`src/rtl/fetch_stage_pkg.sv`:
```
// rtl/fetch_stage_pkg.sv - shared constants and fetch state encoding for the IF stage
package fetch_stage_pkg;

   localparam logic [31:0] NOP = 32'h0000_0000;

   typedef enum logic [1:0] {
      F_FETCH    = 2'd0,
      F_HELD     = 2'd1,
      F_REDIRECT = 2'd2
   } fetch_state_e;

endpackage

```
`src/rtl/fetch_stage_ifid_reg.sv`:
```
// rtl/fetch_stage_ifid_reg.sv - IF/ID pipeline register with hold and flush
module fetch_stage_ifid_reg
   import fetch_stage_pkg::*;
#(
   parameter int ADDR_W = 32,
   parameter int DATA_W = 32
) (
   input  logic              clock,
   input  logic              reset,
   input  logic              hold,
   input  logic              flush,
   input  logic              load,
   input  logic [DATA_W-1:0] instr,
   input  logic [ADDR_W-1:0] pc,
   output logic [DATA_W-1:0] IFID_instr,
   output logic [ADDR_W-1:0] IFID_PC,
   output logic              IFID_valid
);

   // Flush outranks hold; a non-loading, non-held cycle writes a bubble but keeps the PC.
   always_ff @(posedge clock or posedge reset) begin
      if (reset) begin
         IFID_instr <= DATA_W'(NOP);
         IFID_PC    <= '0;
         IFID_valid <= 1'b0;
      end else if (flush) begin
         IFID_instr <= DATA_W'(NOP);
         IFID_PC    <= '0;
         IFID_valid <= 1'b0;
      end else if (!hold) begin
         if (load) begin
            IFID_instr <= instr;
            IFID_PC    <= pc;
            IFID_valid <= 1'b1;
         end else begin
            IFID_instr <= DATA_W'(NOP);
            IFID_valid <= 1'b0;
         end
      end
   end

endmodule

```
`src/rtl/fetch_stage.sv`:
```
// rtl/fetch_stage.sv - IF stage: PC, imem handshake, skid buffer, IF/ID register
// Optional FETCH_PERF_CNT_EN adds perf_fetched / perf_bubbles counters.
module fetch_stage
   import fetch_stage_pkg::*;
#(
   parameter int                ADDR_W   = 32,
   parameter int                DATA_W   = 32,
   parameter logic [ADDR_W-1:0] PC_RESET = '0
) (
   input  logic              clock,
   input  logic              reset,
   output logic              imem_req,
   output logic [ADDR_W-1:0] imem_addr,
   input  logic [DATA_W-1:0] imem_rdata,
   input  logic              imem_ready,
   input  logic              stall,
   input  logic              branch_taken,
   input  logic [ADDR_W-1:0] branch_target,
`ifdef FETCH_PERF_CNT_EN
   output logic [31:0]       perf_fetched,
   output logic [31:0]       perf_bubbles,
`endif
   output logic [DATA_W-1:0] IFID_instr,
   output logic [ADDR_W-1:0] IFID_PC,
   output logic              IFID_valid
);

   fetch_state_e      state;
   logic [ADDR_W-1:0] pc;
   logic [ADDR_W-1:0] req_addr;
   logic [DATA_W-1:0] skid;
   logic              done;
   logic              load;
   logic [ADDR_W-1:0] target;
   logic [ADDR_W-1:0] next_addr;
   logic [DATA_W-1:0] load_instr;

   assign imem_req   = (state == F_FETCH || state == F_REDIRECT) && !reset;
   assign imem_addr  = req_addr;
   assign done       = imem_req && imem_ready;
   assign target     = branch_target & ~ADDR_W'(3);
   assign next_addr  = req_addr + ADDR_W'(4);
   assign load       = (state == F_FETCH && done) || state == F_HELD;
   assign load_instr = (state == F_HELD) ? skid : imem_rdata;

   always_ff @(posedge clock or posedge reset) begin
      if (reset) begin
         state    <= F_FETCH;
         pc       <= PC_RESET;
         req_addr <= PC_RESET;
         skid     <= DATA_W'(NOP);
      end else if (branch_taken) begin
         pc   <= target;
         skid <= DATA_W'(NOP);
         // An outstanding request must complete before the new address can be issued.
         if (state != F_HELD && !imem_ready) begin
            state <= F_REDIRECT;
         end else begin
            req_addr <= target;
            state    <= F_FETCH;
         end
      end else begin
         case (state)
            F_FETCH: begin
               if (done) begin
                  if (stall) begin
                     skid  <= imem_rdata;
                     state <= F_HELD;
                  end else begin
                     pc       <= next_addr;
                     req_addr <= next_addr;
                  end
               end
            end
            F_HELD: begin
               if (!stall) begin
                  pc       <= next_addr;
                  req_addr <= next_addr;
                  state    <= F_FETCH;
               end
            end
            F_REDIRECT: begin
               if (done) begin
                  req_addr <= pc;
                  state    <= F_FETCH;
               end
            end
            default: state <= F_FETCH;
         endcase
      end
   end

   fetch_stage_ifid_reg #(
      .ADDR_W (ADDR_W),
      .DATA_W (DATA_W)
   ) u_ifid_reg (
      .clock      (clock),
      .reset      (reset),
      .hold       (stall),
      .flush      (branch_taken),
      .load       (load),
      .instr      (load_instr),
      .pc         (next_addr),
      .IFID_instr (IFID_instr),
      .IFID_PC    (IFID_PC),
      .IFID_valid (IFID_valid)
   );

`ifdef FETCH_PERF_CNT_EN
   always_ff @(posedge clock or posedge reset) begin
      if (reset) begin
         perf_fetched <= '0;
         perf_bubbles <= '0;
      end else if (!stall) begin
         if (!branch_taken && load) perf_fetched <= perf_fetched + 32'd1;
         else                       perf_bubbles <= perf_bubbles + 32'd1;
      end
   end
`endif

endmodule

```
`config.mk`:
```
export PLATFORM = sky130hd
export DESIGN_NAME = fetch_stage
export DESIGN_NICKNAME = d
export VERILOG_FILES = /design/src/rtl/fetch_stage_pkg.sv /design/src/rtl/fetch_stage_ifid_reg.sv /design/src/rtl/fetch_stage.sv
export SDC_FILE = /design/constraint.sdc
export NUM_CORES = 1
export LEC_CHECK = 0
export ABC_AREA = 1
export CAP_MARGIN = 25
export CORE_UTILIZATION = 33
export CTS_BUF_LIST = sky130_fd_sc_hd__clkbuf_8
export DETAILED_ROUTE_END_ITERATION = 8
export GPL_ROUTABILITY_DRIVEN = 0
export HOLD_SLACK_MARGIN = 0.02
export SYNTH_ARGS = -nofsm -noshare
export SYNTH_HDL_FRONTEND = slang
export SYNTH_SLANG_ARGS = --single-unit
export TNS_END_PERCENT = 20
```
`constraint.sdc`:
```
create_clock -name clock -period 6 [get_ports clock]
set_input_delay 1.2 -clock clock [delete_from_list [all_inputs] [get_ports clock]]
set_output_delay 1.2 -clock clock [all_outputs]
set_load 0.03 [all_outputs]
```
==> results.tsv, run 1 <==
stage	metric	value	unit
layout	fin_nets	1217	
global_route	track_usage	0.1965	
sta	finalWorstSetupSlack	2.130	ns
clock_network	root_buffer	clkbuf_8	
worst_setup_path	worst-setup-path-type	input pin to output port	
run_status	status	complete, no violations	
route	detail-route-antenna-nets	0	
global_route	grt_max_degree	104	
yosys	synthTopCellsByArea	dfrtp_1 51%, nand2_1 13%, o21ai_0 7.2%	
layout	mostFrequentLayoutCell	nand2_1	
pwr	p_int	2.601	mW
sta	timing.final.crit_share	0.6450	
sta	setup_viol	0	
worst_hold_path	holdPathEnd	u_ifid_reg.IFID_instr[17]	
flow_run	maxCapViolations	0	
sta	final_max_slew_viol_count	0	
yosys	netlist.area_leader.share	0.5083	
die	io_pins	167	
clock_network	cts_setup_buffers	0	
worst_setup_path	cp_max_fo	2	
die	die-area	24940	um^2
worst_setup_path	required	4.80	ns
worst_setup_path	startpoint	reset	
clock_network	cts.clk_slew.worst_paths	0.08	ns
yosys	synth_nets	1077	
clock_network	clk_latency	0.47	ns
worst_setup_path	cp-start-kind	input pin	
layout	n_antenna_cell	0	
sta	fin_tns_setup	0	ns
clock_network	cts_tree	done	
pwr	p_comb_frac	0.434	
route	via_count	7192	
sta	maxSlewHeadroom	0.4109	
layout	synthToLayoutAreaGrowth	29.46	%
sta	rsz0062_at_grt	no	
worst_setup_path	r2r.worst_path.cells	10	
global_route	grt_pass1_vias	6878	
layout	fillCellCount	2420	
worst_setup_path	cp_slowest_stage_delay	0.72	ns
route	viasPerCell	4.873	
pwr	p_seq_frac	0.366	
sta	worst_slew_pin_slew	0.8827	ns
pwr	sw_frac_of_total	0.4370	
layout	drive_above_1_share	0.05532	
pwr	power.leakage	4.511	nW
yosys	synthCells	1004	
worst_setup_path	cpLargestDelayFamily	buffers and inverters	
worst_setup_path	crit_path_end_kind	output port	
layout	seqCellArea	4079	um^2
worst_setup_path	worst_path_max_delay_cell	clkdlybuf4s50_1	
route	drc	0	
yosys	yosys_warnings	0	
layout	layout_common_cells	281 x nand2_1, 163 x dfrtp_1, 163 x clkdlybuf4s50_1, 116 x o21ai_0, 104 x nor2_1	
global_route	grt_pass1_wl	37.61	mm
yosys	synth_seq_cells	163	
die	coreArea	23680	um^2
yosys	postSynthAreaPerCell	7.992	um^2
placement	hpwlAfterDp	16.03	mm
sta	whs	0.4866	ns
worst_hold_path	hp-start	u_ifid_reg.IFID_instr[17]	
yosys	mappedNetlistArea	8024	um^2
route	drt-total-wl	23.54	mm
die	die_y	157.9	um
sta	min_period	3.870	ns
clock_network	ctsLongestPathBuffers	2	
pwr	switching_power	2.019	mW
clock_network	numCtsBuffers	17	
worst_setup_path	crit_arrival	2.67	ns
worst_setup_path	rr_endpoint	skid[4]	
worst_setup_path	reg2reg_from	state[0]	
die	initial_core_util	0.3388	
clock_network	cts_resized	0	
pwr	power.total	4.620	mW
clock_network	h-tree-depth	4	
worst_hold_path	whs_path_depth	2	
sta	max_freq	258.4	MHz
worst_setup_path	cp.depth	3	
placement	io_buffers	164	
worst_hold_path	hp-class	flop to flop	
yosys	yosys.area.top_type	dfrtp_1	
pwr	p_clk_frac	0.200	
pwr	pwr_density_cell	444.7	nW/um^2
global_route	antenna_found_initial	1	
worst_setup_path	worstPathCellList	clkdlybuf4s50_1 -> a21oi_4 -> clkdlybuf4s50_1	
worst_setup_path	crit_top_cell	clkdlybuf4s50_1	
placement	preCtsSetupSlack	2.106	ns
sta	fin_skew	0.01589	ns
yosys	yosysUniqueCellTypes	34	
die	die_width	157.9	um
worst_setup_path	r2r_slack	3.15	ns
route	firstDrtPassIters	5	
route	drt_iter0_markers	424	
global_route	overflow	0	
layout	multi_input_area	3471	um^2
route	wl_per_cell	15.95	um
yosys	ys_seq_area_frac	0.5083	
sta	hold_viol	0	
pwr	peakVddDrop	0.2384	mV
die	num_rows	56	
clock_network	clock_sinks	163	
clock_network	cts_hold_buffers	0	
worst_setup_path	crit_buf_inv	2	
[cell families (layout without fill, tap and decap cells)]
family | Yosys count | in the layout | share of synthesized area
muxes | 12 | 12 | 0.01497
buffers and inverters | 114 | 267 | 0.06128
and+or+nand+nor | 469 | 469 | 0.2380
xor gates and xnor gates | 14 | 14 | 0.01528
AOI/OAI and AO/OA | 228 | 228 | 0.1559
adders and majority gates | 4 | 4 | 0.006238
DFF | 163 | 163 | 0.5083
[state kept, by name (all words and copies together) (netlist names)]
signal                 flops
imem_addr                 32
pc                        32
skid                      32
u_ifid_reg.IFID_PC        32
u_ifid_reg.IFID_instr     32
state                      2
u_ifid_reg.IFID_valid      1
[cells in the mapped netlist]
master and n:
nand2_1 281, dfrtp_1 163, o21ai_0 116, nor2_1 105, a21oi_1 62, nand3_1 61
inv_1 54, buf_2 21, a22o_1 18, o21ai_1 18, clkbuf_1 17, mux2i_1 12
xor2_1 10, nand3b_1 9, buf_1 6, inv_2 6, a31oi_1 5, buf_4 5
ha_1 4, nor2_2 4, xnor2_1 4, clkbuf_2 3, nand2_2 3, and2_1 2
buf_6 2, nand4_1 2, o21ai_2 2, o221ai_1 2, o31ai_1 2, a21oi_4 1
a22oi_1 1, nor2_4 1, nor3b_1 1, o211ai_1 1
[worst reg2reg max path: cells and delay by family, from the launching register on]
kind / cells / cell delay, ns
buf+inv: 3 / 0.55
fa+ha+maj: 1 / 0.21
flops: 1 / 0.41
simple gates: 4 / 1.20
compound gates: 2 / 0.35
[worst max path at each step]
stage / endpoint / slack (ns)
2_1_floorplan: imem_addr[0] / 0.40
3_3_place_gp: imem_req / 2.11
3_5_place_dp: imem_req / 2.11
4_1_cts: imem_req / 2.10
5_1_grt: imem_req / 2.12
6_report: imem_req / 2.13
[power by group through the flow]
| stage | clock (mW) | sequential [mW] | combinational (mW) |
|---|---|---|---|
| final | 0.924 | 1.69 | 2.01 |
| after CTS | 0.949 | 1.69 | 2.02 |
| after detailed placement | 0 | 1.70 | 2.02 |
| after global placement | 0 | 1.70 | 1.98 |
| after floorplan | 0 | 1.99 | 0.966 |
| after global routing | 0.993 | 1.73 | 2.21 |
[through the flow]
step | instances | util | area, um^2
2_1_floorplan | 1004 | - | 8024
3_3_place_gp | 1442 | 0.4173 | 9883
3_5_place_dp | 1443 | 0.4185 | 9911
4_1_cts | 1475 | 0.4374 | 10360
5_1_grt | 1476 | 0.4386 | 10390
6_report | 1476 | 0.4386 | 10390
[per-layer routing]
metal | wire length [um] | vias up | part of all wire | global-route usage
met4 | 306 | 2 | 0.013 | 0.06090
met3 | 1363 | 23 | 0.058 | 0.03641
met1 | 11050 | 3376 | 0.47 | 0.2747
met5 | 13 | - | 0.00055 | 0
met2 | 10800 | 218 | 0.46 | 0.3067
li1 | - | 3573 | - | -
[final cells by class]
| type | instances | share of cell area |
|---|---|---|
| clock buffers | 17 | 0.02252 |
| well taps | 319 | 0.03842 |
| clock inverters | 15 | 0.02072 |
| inverters | 60 | 0.02216 |
| repair buffers | 175 | 0.1694 |
| multi-input cells | 727 | 0.3341 |
| flip-flops and latches | 163 | 0.3927 |
No activity file was read; power rests on OpenSTA's default activity.
==> run 2: changes to the inputs <==
==> constraint.sdc (replaced) <==
create_clock -name clock -period 3.8 [get_ports clock]
set_input_delay 0.76 -clock clock [delete_from_list [all_inputs] [get_ports clock]]
set_output_delay 0.76 -clock clock [all_outputs]
set_load 0.03 [all_outputs]
==> run 2 against run 1 <==
  * Clock skew down 0.0033 ns
  * First-iteration DRC count up 5.4%
  * Sequential share of layout area up 0.23 points
==> results.tsv, run 2 (same netlist as run 1, synthesis figures left out) <==
stage	metric	value	unit
route	detail-route-antenna-nets	0	
run_status	status	complete, no violations	
worst_hold_path	hp-start	u_ifid_reg.IFID_instr[29]	
sta	hold_viol	0	
layout	fin_nets	1219	
die	initial_core_util	0.3388	
pwr	peakVddDrop	0.3314	mV
clock_network	clk_latency	0.46	ns
clock_network	ctsLongestPathBuffers	2	
sta	fin_tns_setup	0	ns
sta	min_period	2.988	ns
worst_setup_path	r2r.worst_path.cells	9	
route	viasPerCell	4.886	
worst_setup_path	worst-setup-path-type	input pin to output port	
pwr	power.leakage	4.479	nW
worst_setup_path	r2r_slack	1.38	ns
global_route	overflow	0	
sta	maxSlewHeadroom	0.4393	
worst_setup_path	crit_arrival	2.23	ns
global_route	grt_max_degree	99	
sta	final_max_slew_viol_count	0	
global_route	grt_pass1_vias	6939	
worst_setup_path	rr_endpoint	skid[0]	
worst_setup_path	crit_path_end_kind	output port	
clock_network	cts_resized	0	
clock_network	cts_hold_buffers	0	
clock_network	cts_setup_buffers	0	
pwr	sw_frac_of_total	0.4448	
global_route	grt_pass1_wl	37.82	mm
sta	fin_skew	0.01261	ns
worst_setup_path	reg2reg_from	state[0]	
pwr	p_int	3.953	mW
route	drt_iter0_markers	447	
layout	post-route-util	0.4360	
die	coreArea	23680	um^2
layout	layout_common_cells	281 x nand2_1, 163 x dfrtp_1, 163 x clkdlybuf4s50_1, 116 x o21ai_0, 104 x nor2_1	
worst_hold_path	hp-class	flop to flop	
layout	drive_above_1_share	0.05695	
clock_network	cts_tree	done	
flow_run	maxCapViolations	0	
die	die-area	24940	um^2
sta	rsz0062_at_grt	no	
sta	setup_viol	0	
die	num_rows	56	
worst_setup_path	endpoint	imem_req	
worst_setup_path	required	3.04	ns
route	firstDrtPassIters	5	
sta	max_freq	334.7	MHz
clock_network	numCtsBuffers	17	
die	die_y	157.9	um
placement	io_buffers	164	
pwr	p_seq_frac	0.374	
die	die_width	157.9	um
worst_setup_path	cp_max_fo	2	
clock_network	clock_sinks	163	
route	via_count	7227	
layout	mostFrequentLayoutCell	nand2_1	
sta	worst_slew_pin_slew	0.8411	ns
pwr	pwr_density_cell	689.5	nW/um^2
clock_network	root_buffer	clkbuf_8	
pwr	p_clk_frac	0.182	
worst_setup_path	startpoint	reset	
route	drc	0	
clock_network	h-tree-depth	4	
layout	synthToLayoutAreaGrowth	28.69	%
pwr	p_comb_frac	0.444	
worst_setup_path	cp-start-kind	input pin	
global_route	antenna_found_initial	0	
route	wl_per_cell	15.98	um
die	io_pins	167	
pwr	switching_power	3.167	mW
global_route	track_usage	0.1958	
clock_network	cts.clk_slew.worst_paths	0.08	ns
route	drt-total-wl	23.63	mm
sta	timing.final.crit_share	0.7862	
placement	hpwlAfterDp	16.12	mm
-- run 2: cell types whose count changed in the layout (fill, tap and decap cells not counted), sizes merged --
cell | before | now
bufinv | 4 | 1
inv | 68 | 62
clkinv | 1 | 5
clkinvlp | 2 | 4
diode | 0 | 1
clkbuf | 17 | 20
buf | 12 | 14
-- run 2: final cells by class --
class                      count  area [um^2]
inverter                      60        229.0
clock inverter                12        123.9
fill                        2447        13360
antenna                        1        2.502
tap                          319        399.1
multi-input combinational    727         3471
sequential                   163         4079
timing repair buffer         177         1747
clock buffer                  20        275.3
-- run 2: power groups by stage --
stage                     sequential (mW)  combinational (mW)  clock [mW]
after floorplan                      3.14                1.53           0
after global placement               2.69                3.14           0
after detailed placement             2.69                3.18           0
after CTS                            2.66                3.19        1.33
after global routing                 2.73                3.49        1.40
final                                2.66                3.16        1.29
-- run 2: stage by stage --
step | instance area (um^2) | setup WS (ns) | power [mW] | hold slack, ns | instances
6_report | 10330 | 0.8123 | 7.120 | 0.4846 | 1479
2_1_floorplan | 8028 | 0.9692 | 4.661 | 0.4492 | 1004
4_1_cts | 10320 | 0.7857 | 7.182 | 0.4927 | 1478
3_5_place_dp | 9925 | 0.7706 | 5.865 | 0.4653 | 1446
3_3_place_gp | 9925 | 0.7975 | 5.822 | 0.4640 | 1446
5_1_grt | 10320 | 0.7636 | 7.620 | 0.5037 | 1478
-- run 2: worst min-delay path by stage --
stage / end / cells after the start
after global routing: pc[6] / 2
after detailed placement: pc[6] / 2
final: u_ifid_reg.IFID_instr[29] / 2
after CTS: u_ifid_reg.IFID_instr[29] / 2
after floorplan: pc[6] / 2
after global placement: u_ifid_reg.IFID_valid / 2
-- run 2: worst max-delay path, cell delays in order --
cell and delay [ns]:
clkdlybuf4s50_1 0.53, a21oi_4 0.19, clkdlybuf4s50_1 0.74
-- run 2: per-layer routing --
metal  part of all wire  track usage
met1               0.47       0.2704
met2               0.47       0.3189
met4             0.0096      0.04670
met3              0.053      0.03285
met5                  0            0
